--- config.mk ---
export PLATFORM = sky130hd
export DESIGN_NAME = conv_scheduler_flat
export DESIGN_NICKNAME = d
export VERILOG_FILES = /design/src/rtl/conv_pkg.sv /design/src/rtl/conv_scheduler_if.sv /design/src/rtl/conv_lane_seq.sv /design/src/rtl/conv_scheduler.sv /design/src/flat_wrapper.sv
export SDC_FILE = /design/constraint.sdc
export NUM_CORES = 1
export LEC_CHECK = 0
export ABC_CLOCK_PERIOD_IN_PS = 8450
export CAP_MARGIN = 20
export CELL_PAD_IN_SITES_DETAIL_PLACEMENT = 0
export CELL_PAD_IN_SITES_GLOBAL_PLACEMENT = 1
export CORE_ASPECT_RATIO = 1.2
export CORE_UTILIZATION = 44
export CTS_BUF_LIST = sky130_fd_sc_hd__clkbuf_16
export CTS_CLUSTER_DIAMETER = 80
export CTS_CLUSTER_SIZE = 20
export DETAILED_ROUTE_END_ITERATION = 10
export PLACE_DENSITY = 0.85
export SYNTH_ARGS = -nofsm -noshare
export SYNTH_HDL_FRONTEND = slang
export SYNTH_SLANG_ARGS = --single-unit
--- constraint.sdc ---
create_clock -name clk -period 8.45 [get_ports clk]
set_input_delay 1.2675 -clock clk [delete_from_list [all_inputs] [get_ports clk]]
set_output_delay 1.2675 -clock clk [all_outputs]
set_load 0.005 [all_outputs]
--- src/rtl/conv_pkg.sv ---
// Shared types and helpers for the convolution scheduler slice.
package conv_pkg;

   localparam int unsigned CONV_LEN_W = 8;

   typedef enum logic [1:0] {IDLE, RUN, DRAIN, DONE} conv_state_t;

   typedef logic [CONV_LEN_W-1:0] conv_idx_t;

   // Covers up to 16 lanes; callers zero-extend narrower vectors.
   function automatic logic [4:0] popcount16(input logic [15:0] v);
      logic [4:0] c;
      c = '0;
      for (int i = 0; i < 16; i++) begin
         c = c + 5'(v[i]);
      end
      return c;
   endfunction

endpackage

--- src/rtl/conv_scheduler_if.sv ---
// Issue and write-back bus between the scheduler and the FPU lane array.
interface conv_scheduler_if #(
   parameter int unsigned NUM_FPUS = 4,
   parameter int unsigned LEN_W    = 8
) ();

   logic [NUM_FPUS-1:0]       issue_valid;
   logic [NUM_FPUS-1:0]       issue_ready;
   logic [NUM_FPUS*LEN_W-1:0] issue_x1_idx;
   logic [NUM_FPUS*LEN_W-1:0] issue_x2_idx;
   logic [NUM_FPUS*LEN_W-1:0] issue_out_idx;
   logic [NUM_FPUS-1:0]       issue_first;
   logic [NUM_FPUS-1:0]       issue_last;
   logic [NUM_FPUS-1:0]       wb_valid;

   modport master (
      output issue_valid, issue_x1_idx, issue_x2_idx, issue_out_idx, issue_first, issue_last,
      input  issue_ready, wb_valid
   );

   modport slave (
      input  issue_valid, issue_x1_idx, issue_x2_idx, issue_out_idx, issue_first, issue_last,
      output issue_ready, wb_valid
   );

endinterface

--- src/rtl/conv_lane_seq.sv ---
// Per-lane (out, k) walker: owns outputs lane_id, lane_id+NUM_FPUS, ... and emits one MAC op.
module conv_lane_seq #(
   parameter int unsigned NUM_FPUS = 4,
   parameter int unsigned LEN_W    = 8
) (
   input  logic             clk,
   input  logic             reset,
   input  logic             init,
   input  logic [LEN_W-1:0] lane_id,
   input  logic [LEN_W:0]   out_len,
   input  logic [LEN_W-1:0] len2,
   input  logic             ready,
   output logic             valid,
   output logic [LEN_W-1:0] x1_idx,
   output logic [LEN_W-1:0] x2_idx,
   output logic [LEN_W-1:0] out_idx,
   output logic             first,
   output logic             last,
   output logic             finished_next
);

   logic [LEN_W:0]   out_q, out_d, out_step;
   logic [LEN_W-1:0] k_q, k_d;
   logic             valid_q, valid_d;
   logic             k_is_last, hs;

   assign k_is_last = (k_q == len2 - LEN_W'(1));
   assign out_step  = out_q + (LEN_W+1)'(NUM_FPUS);
   assign hs        = valid_q & ready;

   always_comb begin
      out_d   = out_q;
      k_d     = k_q;
      valid_d = valid_q;
      if (init) begin
         out_d   = {1'b0, lane_id};
         k_d     = '0;
         valid_d = ({1'b0, lane_id} < out_len);
      end else if (hs) begin
         if (k_is_last) begin
            k_d     = '0;
            out_d   = out_step;
            valid_d = (out_step < out_len);
         end else begin
            k_d = k_q + LEN_W'(1);
         end
      end
   end

   always_ff @(posedge clk) begin
      if (reset) begin
         out_q   <= '0;
         k_q     <= '0;
         valid_q <= 1'b0;
      end else begin
         out_q   <= out_d;
         k_q     <= k_d;
         valid_q <= valid_d;
      end
   end

   // Payload is forced to zero while idle so the bus rests at its reset values.
   assign valid         = valid_q;
   assign x1_idx        = valid_q ? (out_q[LEN_W-1:0] + k_q) : '0;
   assign x2_idx        = valid_q ? k_q : '0;
   assign out_idx       = valid_q ? out_q[LEN_W-1:0] : '0;
   assign first         = valid_q && (k_q == '0);
   assign last          = valid_q && k_is_last;
   assign finished_next = ~valid_d;

endmodule

--- src/rtl/conv_scheduler.sv ---
// Convolution job sequencer: splits outputs across MAC lanes and counts lane write-backs.
module conv_scheduler
   import conv_pkg::*;
#(
   parameter int unsigned NUM_FPUS = 4,
   parameter int unsigned LEN_W    = CONV_LEN_W
) (
   input  logic             clk,
   input  logic             reset,
   input  logic             start,
   input  logic [LEN_W-1:0] len1,
   input  logic [LEN_W-1:0] len2,
   output logic             busy,
   output logic             done,
   output logic             err,
   conv_scheduler_if.master bus
);

   conv_state_t      state_q, state_d;
   logic [LEN_W:0]   out_len_q, out_len_d, job_out_len, lane_out_len;
   logic [LEN_W:0]   wb_cnt_q, wb_cnt_d, wb_sum;
   logic [LEN_W-1:0] len2_q, len2_d;
   logic             err_q, err_d;
   logic             init, job_ok, all_fin;
   logic [15:0]      wb_vec;
   logic [4:0]       wb_pop;

   logic [NUM_FPUS-1:0] fin_next;
   logic [NUM_FPUS-1:0] lane_valid, lane_first, lane_last;
   logic [LEN_W-1:0]    lane_x1  [NUM_FPUS];
   logic [LEN_W-1:0]    lane_x2  [NUM_FPUS];
   logic [LEN_W-1:0]    lane_out [NUM_FPUS];

   assign job_ok       = (len2 != '0) && (len2 <= len1);
   assign job_out_len  = {1'b0, len1} - {1'b0, len2} + (LEN_W+1)'(1);
   // Lanes need the new job's out_len on the init edge, before it is latched.
   assign lane_out_len = init ? job_out_len : out_len_q;
   assign wb_vec       = 16'(bus.wb_valid);
   assign wb_pop       = popcount16(wb_vec);
   assign wb_sum       = wb_cnt_q + (LEN_W+1)'(wb_pop);
   assign all_fin      = &fin_next;

   always_comb begin
      state_d   = state_q;
      out_len_d = out_len_q;
      len2_d    = len2_q;
      wb_cnt_d  = wb_cnt_q;
      err_d     = 1'b0;
      init      = 1'b0;
      unique case (state_q)
         IDLE: begin
            if (start) begin
               if (job_ok) begin
                  init      = 1'b1;
                  out_len_d = job_out_len;
                  len2_d    = len2;
                  wb_cnt_d  = '0;
                  state_d   = RUN;
               end else begin
                  err_d = 1'b1;
               end
            end
         end
         RUN: begin
            wb_cnt_d = wb_sum;
            if (wb_sum == out_len_q) begin
               state_d = DONE;
            end else if (all_fin) begin
               state_d = DRAIN;
            end
         end
         DRAIN: begin
            wb_cnt_d = wb_sum;
            if (wb_sum == out_len_q) begin
               state_d = DONE;
            end
         end
         DONE: begin
            state_d = IDLE;
         end
         default: begin
            state_d = IDLE;
         end
      endcase
   end

   always_ff @(posedge clk) begin
      if (reset) begin
         state_q   <= IDLE;
         out_len_q <= '0;
         len2_q    <= '0;
         wb_cnt_q  <= '0;
         err_q     <= 1'b0;
      end else begin
         state_q   <= state_d;
         out_len_q <= out_len_d;
         len2_q    <= len2_d;
         wb_cnt_q  <= wb_cnt_d;
         err_q     <= err_d;
      end
   end

   assign busy = (state_q != IDLE);
   assign done = (state_q == DONE);
   assign err  = err_q;

   for (genvar l = 0; l < NUM_FPUS; l++) begin : g_lane
      conv_lane_seq #(
         .NUM_FPUS (NUM_FPUS),
         .LEN_W    (LEN_W)
      ) u_lane (
         .clk           (clk),
         .reset         (reset),
         .init          (init),
         .lane_id       (LEN_W'(l)),
         .out_len       (lane_out_len),
         .len2          (len2_q),
         .ready         (bus.issue_ready[l]),
         .valid         (lane_valid[l]),
         .x1_idx        (lane_x1[l]),
         .x2_idx        (lane_x2[l]),
         .out_idx       (lane_out[l]),
         .first         (lane_first[l]),
         .last          (lane_last[l]),
         .finished_next (fin_next[l])
      );
   end

   assign bus.issue_valid = lane_valid;
   assign bus.issue_first = lane_first;
   assign bus.issue_last  = lane_last;

   always_comb begin
      bus.issue_x1_idx  = '0;
      bus.issue_x2_idx  = '0;
      bus.issue_out_idx = '0;
      for (int l = 0; l < NUM_FPUS; l++) begin
         bus.issue_x1_idx[l*LEN_W +: LEN_W]  = lane_x1[l];
         bus.issue_x2_idx[l*LEN_W +: LEN_W]  = lane_x2[l];
         bus.issue_out_idx[l*LEN_W +: LEN_W] = lane_out[l];
      end
   end

endmodule

--- src/flat_wrapper.sv ---
// flat-port wrapper written by rule: the top's interface ports become plain ports
module conv_scheduler_flat import conv_pkg::*;
#(
   parameter int unsigned NUM_FPUS = 4,
   parameter int unsigned LEN_W    = CONV_LEN_W
)
  (clk, reset, start, len1, len2, busy, done, err, bus_issue_valid, bus_issue_x1_idx, bus_issue_x2_idx, bus_issue_out_idx, bus_issue_first, bus_issue_last, bus_issue_ready, bus_wb_valid);
  conv_scheduler_if #(.NUM_FPUS(NUM_FPUS), .LEN_W(LEN_W)) bus_i ();
  input  logic clk;
  input  logic reset;
  input  logic start;
  input  logic [LEN_W-1:0] len1;
  input  logic [LEN_W-1:0] len2;
  output logic busy;
  output logic done;
  output logic err;
  output wire logic [$bits(bus_i.issue_valid)-1:0] bus_issue_valid;
  output wire logic [$bits(bus_i.issue_x1_idx)-1:0] bus_issue_x1_idx;
  output wire logic [$bits(bus_i.issue_x2_idx)-1:0] bus_issue_x2_idx;
  output wire logic [$bits(bus_i.issue_out_idx)-1:0] bus_issue_out_idx;
  output wire logic [$bits(bus_i.issue_first)-1:0] bus_issue_first;
  output wire logic [$bits(bus_i.issue_last)-1:0] bus_issue_last;
  input wire logic [$bits(bus_i.issue_ready)-1:0] bus_issue_ready;
  input wire logic [$bits(bus_i.wb_valid)-1:0] bus_wb_valid;
  assign bus_issue_valid = bus_i.issue_valid;
  assign bus_issue_x1_idx = bus_i.issue_x1_idx;
  assign bus_issue_x2_idx = bus_i.issue_x2_idx;
  assign bus_issue_out_idx = bus_i.issue_out_idx;
  assign bus_issue_first = bus_i.issue_first;
  assign bus_issue_last = bus_i.issue_last;
  assign bus_i.issue_ready = bus_issue_ready;
  assign bus_i.wb_valid = bus_wb_valid;
  conv_scheduler #(.NUM_FPUS(NUM_FPUS), .LEN_W(LEN_W)) u_core (.clk(clk), .reset(reset), .start(start), .len1(len1), .len2(len2), .busy(busy), .done(done), .err(err), .bus(bus_i));
endmodule
* Word-level counts from Yosys, hierarchy flattened
Index checks and enable logic that the tools add are counted.
Word-level totals: bits in registers 101, bits of input ports 27, output and inout bits 111
Operators by class: add/subtract/negate cells 19, $lt $le $gt $ge 9, equality and inequality tests 12, mux-type cells 51, bitwise gates (word level) 10, reduce and logical (&&, ||, !) cells 37
Operator list (count):
- 8-bit 2-to-1 mux | 16
- 9-bit by 3-bit adder with 9-bit output, second input constant | 4
- 9-bit < comparator | 4
- 8-bit by 1-bit adder with 8-bit output, second input constant | 4
- 8-bit adder | 4
- 8-bit equality test | 4
- 8-bit logical NOT | 4
- 9-bit 2-to-1 mux | 3
- 2-bit 2-to-1 mux | 11
- 1-bit 2-to-1 mux | 19
- 1-bit by 9-bit < comparator with 1-bit output, first input constant | 2
- 2-bit by 9-bit < comparator with 1-bit output, first input constant | 2
- 9-bit case mux with 2 select lines | 1
- 2-bit nonzero test | 8
- 2-bit AND reduction | 7
- 5-bit by 1-bit adder with 5-bit output | 2
- 9-bit by 1-bit adder with 9-bit output, second input constant | 1
- 9-bit by 5-bit adder with 9-bit output | 1
- 9-bit equality test | 1
- 1-bit logical AND | 9
- 8-bit by 8-bit subtractor with 9-bit output | 1
- 8-bit less-or-equal comparator | 1
- 2-bit case mux with 4 select lines | 1
- 4-bit AND reduction | 2
- 14 further kinds | 26

* Depth between registers and ports, before layout
word-level depth 15, mapped depth 22, depth with buffers taken out 22

* Cells and area by module
From an unflattened synthesis, not the netlist that was laid out.
Second synthesis, totals: cell total of the unflattened synthesis 1312, area total of the unflattened synthesis 10352.4 µm²
Modules (own cells, without submodules):
- conv_lane_seq (u_core.g_lane[0].u_lane ...) | instances 3, cells each 259, area an instance 1975.6 µm²
- conv_scheduler | instances 1, cells each 289, area an instance 2392.3 µm²
- conv_lane_seq (u_core.g_lane[1].u_lane) | instances 1, cells each 246, area an instance 2033.2 µm²

* Least setup slack after synthesis
No wires, ideal clock.
path type input port to flip-flop, start point input port len1[2], end point register u_core.state_q[0], arrival time 4.918 ns, data required time 8.388 ns, path slack 3.470 ns, cell stages on the path 19, path buffers 0, cell sequence inv_1 ha_1 ha_1 a21o_1 a211o_1 a21oi_1 o2bb2ai_1 xnor2_1 nor2_1 a21oi_1 ha_1 and4_1 a221oi_1 o31ai_1 a41oi_1 a21boi_1 nor4b_4 a211o_1 nand3_1
Between the ends: word-level cells in the longest chain between the ends 14, elaborated cells between the ends (all ways) 36, classes of those cells 2 x add/sub; 9 x order compare; 2 x eq/ne; 16 x mux; 4 x bitwise; 3 x reduce/logical
Ends and longest elaborated chain:
- start, declared | RTL line flat_wrapper.sv:12 | input logic [LEN_W-1:0] len1;
- parallel branches: the longest is 13 deep, another holds 8-bit by 8-bit subtractor with 9-bit output
- 4-bit AND reduction (no source line) (*)
- end signal, assigned | RTL line conv_scheduler.sv:95 | state_q <= state_d;
- end, declared | RTL line conv_scheduler.sv:19 | conv_state_t state_q, state_d;
Mark *: on every way between the ends. A chain may end at the register's enable or synchronous reset.

* Final worst setup path
start point input port len1[1], end point register u_core.state_q[0]
The elaborated chain is that of the path after synthesis.

==> results_dict.tcl <==
set metrics [dict create \
    status "finished clean" \
    power_mw 1.70 \
    postCtsSetupRepairBufs 0 \
    p_seq_share_pct 32.7 \
    clock_sinks 96 \
    final.min_clock_period_ns 5.94 \
    synth_flop_cell "dfxtp_1" \
    holdWs_ns 0.467 \
    stdcell_area_sq_mm 0.0104 \
    clockBufferDepth 2 \
    synth_edf_count 0 \
    cts_inserted_buffers 9 \
    cts_tree "done" \
    p_leak_nw 4.38 \
    vias_per_cell 5.32 \
    slew_headroom_pct 40.2 \
    synth_xor_area_share_pct 15.7 \
    drive_above_1_share_pct 3.20 \
    start_kind "input pin" \
    initial_core_util_pct 45.5 \
    grt_pass1_wl_um 37200 \
    nNetsFinal 1312 \
    required_ns 8.75 \
    root_buffer "clkbuf_16" \
    grt_start_max_net_pins 42 \
    synth_area_per_cell_sq_um 7.95 \
    place.gp.congestion 0.890 \
    antenna_found_initial 0 \
    synthTopCellsByCount "nor2_1 (143), dfxtp_1 (96), ha_1 (96)" \
    cp_slowest_cell "mux2i_1" \
    h-tree-depth 3 \
    synth_compound_area_share_pct 11.9 \
    fin_util_pct 54.5 \
    synth_most_common_cell "nor2_1" \
    tightest_slew_ns 0.890 \
    yosysTopAreaCell "dfxtp_1" \
    dpl.cell_count 1427 \
    dr.first_iter.drc_count 396 \
    synth_top_cell_area_share_pct 22.1 \
    first_pass_iters 5 \
    fmax_ghz 0.168 \
    worst_slack_ns 2.51 \
    place_ws_ns 2.19 \
    slew_violations 0 \
    route.detailed.drc 0 \
    async_flop_share_pct 0 \
    switching_power_mw 0.662 \
    synth-adder-area-share_pct 15.7 \
    crit_path_max_incr_delay_ns 0.60 \
    die_area_sq_mm 0.0203 \
    yosysUniqueCellTypes 75 \
    clk_latency_ns 0.36 \
    cp-end-kind "register" \
    cts-hold-fix-buffers 0 \
    synthMuxAreaShare_pct 0.937 \
    synth_top_family_by_area "simple AND/OR/NAND/NOR gates" \
    switching_share_pct 39.0 \
    rsz0062_at_grt "no" \
    wirelength_um 23300 \
    hp-class "reg -> reg" \
    gr-total-overflow 0 \
    cts.clk_slew.worst_paths_ns 0.08 \
    cts_resized 0 \
    syn-cell-area_sq_mm 0.00868 \
    num_vias 7680 \
    tns_ns 0 \
    skew_ns 0.0117 \
    synth_area_leaders "dfxtp_1 (22%), ha_1 (14%), xor2_1 (7.7%)" \
    io_pins 138 \
    rows 55 \
    die_h_um 156 \
    n_antenna_cell 0 \
    clkPwrFrac_pct 26.9 \
    ys_seq_elements 96 \
    ant_nets 0 \
    power.density_mw_per_mm2 164 \
    synth-seq-area-share_pct 22.1 \
    dp_hpwl_um 18100 \
    grt_pass1_vias 7217 \
    port_buffers 133 \
    crit_chain "clkdlybuf4s50_1 > inv_1 > ha_1 > inv_1 > ha_1 > inv_1 > fa_1 > nor2b_1 > o21ai_0 > a21oi_1 > o211ai_1 > mux2i_1 > ha_1 > and4_1 > a221oi_1 > o31ai_1 > a41oi_1 > a21boi_1 > nor4b_4 > a211o_1 > nand3_1" \
    synthesis.instances 1092 \
    dpl_cell_area_sq_mm 0.0101 \
    period_share_pct 70.3 \
    drv_cap 0 \
    hold_violations 0 \
    setup_viol 0 \
    crit_arrival_ns 6.24 \
    ir_worst_vdd_mv 0.101 \
    chipWidth_um 130 \
    drt-wirelength-per-cell_um 16.2 \
    core_sq_mm 0.0191 \
    critPathMaxFanout 5 \
    grtUsageTotal_pct 23.6 \
    path_class "in -> reg" \
    synth_warnings 0 \
    intPower_mw 1.04 \
    yosys.area_share.simple_pct 27.4 \
    syn2layout_area_growth_pct 19.6 \
    layoutNonFillerInstCount 1443 \
    comb_power_share_pct 40.4 \
]
## power groups by stage
stage	Combinational (mW)	Sequential (mW)	Clock (mW)
floorplan	0.532	0.520	0
detailed placement	0.677	0.566	0
CTS	0.682	0.556	0.462
finish	0.686	0.556	0.456
global placement	0.673	0.566	0
global route	0.757	0.564	0.484
## flip-flops by register name, summed over array words and instances, names as in the netlist
| name | flops |
|---|---|
| u_core.g_lane.u_lane.out_q | 31 |
| u_core.wb_cnt_q | 9 |
| u_core.out_len_q | 9 |
| u_core.len2_q | 8 |
| u_core.err | 1 |
| u_core.g_lane.u_lane.k_q | 32 |
| u_core.g_lane.u_lane.valid | 4 |
| u_core.state_q | 2 |
## cell families after synthesis
group                    Yosys count
flip-flops                        96
adder cells (fa/ha/maj)          105
AND/OR/NAND/NOR                  459
buffers and inverters            123
multiplexers                       8
other                              1
AO/OA/AOI/OAI                    159
XOR/XNOR                         141
## final timing paths
kind	start	end	slack, ns	depth (start not counted)
setup / recovery	len1[1]	u_core.state_q[0]	2.51	21
setup reg to reg	u_core.state_q[0]	u_core.state_q[0]	3.88	15
hold / removal	u_core.wb_cnt_q[0]	u_core.wb_cnt_q[0]	0.47	2
hold reg to reg	u_core.wb_cnt_q[0]	u_core.wb_cnt_q[0]	0.47	2
## cell usage in the layout, fill, tap and decap left out, drive strengths merged, types with 8 or more instances in the layout
master         netlist  routed
xor2                76      76
and2                78      78
nor3                17      17
nand2               81      81
nor2b                8       8
clkdlybuf4s50        0     133
a21oi               72      72
ha                  96      96
nand4               16      16
clkbuf              35       9
nand3               30      30
inv                 62      64
and3                13      13
nor4                13      13
or3                 14      14
o21bai               8       8
dfxtp               96      96
nor2               143     143
xnor2               56      56
nand2b              13      13
o21ai               15      15
a21o                15      15
xnor3                9       9
## final cells by class
type | count | area [sq um]
multi-input cells | 876 | 6230
clock buffers | 9 | 225
flip-flops and latches | 96 | 1920
inverters | 63 | 236
repair buffers | 136 | 1350
clock inverters | 7 | 96.3
well taps | 256 | 320
fillers | 1838 | 8680
## critical path: cells and delay by family
kind | cells | cell delay [ns]
AO/OA/AOI/OAI | 8 | 1.89
adder cells (fa/ha/maj) | 4 | 1.25
buffers and inverters | 4 | 0.73
multiplexers | 1 | 0.60
AND/OR/NAND/NOR | 4 | 0.50
## routing by layer
layer  vias to the layer above  track usage [%]  part of all wire [%]
li1                       3879                -                     -
met1                      3572             29.5                    44
met2                       187             41.3                    49
met3                        42             2.78                   3.7
met4                         0             8.53                   2.6
met5                         -                0                     0
No activity file was read; power rests on OpenSTA's default activity.
==> edit, RTL diff (same settings) <==
`k_q` no longer has a reset.
--- a/src/rtl/conv_lane_seq.sv
+++ b/src/rtl/conv_lane_seq.sv
@@ -50,13 +50,15 @@
    always_ff @(posedge clk) begin
       if (reset) begin
          out_q   <= '0;
-         k_q     <= '0;
          valid_q <= 1'b0;
       end else begin
          out_q   <= out_d;
-         k_q     <= k_d;
          valid_q <= valid_d;
       end
+   end
+
+   always_ff @(posedge clk) begin
+      k_q <= k_d;
    end
 
    // Payload is forced to zero while idle so the bus rests at its reset values.
Behaviour: same outputs for any inputs over 4 cycles, from zero or initial values and one cycle with reset high; that may be too few to reach the edited logic, so the function may still have changed.
==> edit against the original RTL <==
Cell area is 2.2% lower; clock power decreased by 12%; setup slack worse by 0.15 ns; register-to-register slack lost 0.07 ns; largest power group unchanged; via count down 4.4%; critical path depth fell by 2; die area shrank 2.4%; critical path type unchanged; total power grew 5.7%; area after synthesis down 2.4%; routed wire length shrank 4.9%; combinational power up 16%; sequential cell count fell by 1; sequential power rose by 8.1%.
==> edit: results (changes against the original RTL) <==
[run_status]
status = completed

[yosys]
yosys-top-cells-count = 128 x nor2_1, 95 x dfxtp_1, 95 x ha_1
synth_cells = 1051  ; -3.8%
ys_types = 73  ; -2.7%
ys_seq_area_share_pct = 22.4  ; +0.31 points
ys_top_cells_by_area = dfxtp_1 22%, ha_1 14%, xnor2_1 7.8%

[worst_setup_path]
r2r.worst_path.cells = 17  ; +2
cpMaxStageDelayCell = nand2_1
worstPathMaxFanout = 22  ; +17
cpPeakStageDelay_ns = 0.66  ; +0.06 ns

[route]
met2WireLength_mm = 11.2  ; -2.9%
num_vias = 7342  ; -4.4%
via_per_inst = 5.22  ; -1.9%
firstDrtPassIters = 4  ; -1

[timing]
clock_skew_ns = 0.0120  ; +0.000316 ns
worst_hold_slack_ns = 0.463  ; -0.00429 ns

[global_route]
grtUsageTotal_pct = 23.2  ; -0.40 points
use_met3_pct = 2.26  ; -0.52 points
grt_pass1_vias = 7110  ; -1.5%

[floorplanning]
die_w_um = 129  ; -1.2%

[pwr]
vdd_drop_max_mv = 0.152  ; +50%
static-leakage-power_nw = 4.30  ; -1.8%

[finish]
final_util_pct = 53.8  ; -0.61 points
drive_gt1_share_pct = 3.91  ; +0.71 points
reg.largest.list = u_core.g_lane.u_lane.k_q: 32 flops, u_core.g_lane.u_lane.out_q: 30 flops

## edit: power by group
| part | leakage, nW | internal (mW) | switching, mW |
|---|---|---|---|
| combinational | 3.39 | 0.350 | 0.445 |
| clock | 0.141 | 0.203 | 0.198 |
| sequential | 0.770 | 0.494 | 0.107 |
## edit: kinds of logic (layout without fill, tap and decap cells)
group                    after synthesis  count (layout)  share of synthesized area (%)
multiplexers                           9               9                           1.06
buffers and inverters                113             209                           5.92
AND/OR/NAND/NOR                      439             439                           26.8
other                                  1               4                         0.0443
XOR/XNOR                             146             146                           16.7
AO/OA/AOI/OAI                        145             145                           11.3
flip-flops                            95              95                           22.4
adder cells (fa/ha/maj)              103             103                           15.8
## edit: final cells by class
class	count	area, sq um
fill	1861	8700
multi-input combinational	846	6080
sequential	95	1900
timing repair buffer	136	1350
tap	256	320
clock buffer	9	225
inverter	57	214
clock inverter	7	53.8
## edit: worst min-delay path, cell delays in order (launching register included)
cell and delay [ns]:
dfxtp_1 0.32, nand2_1 0.06, a21oi_1 0.05
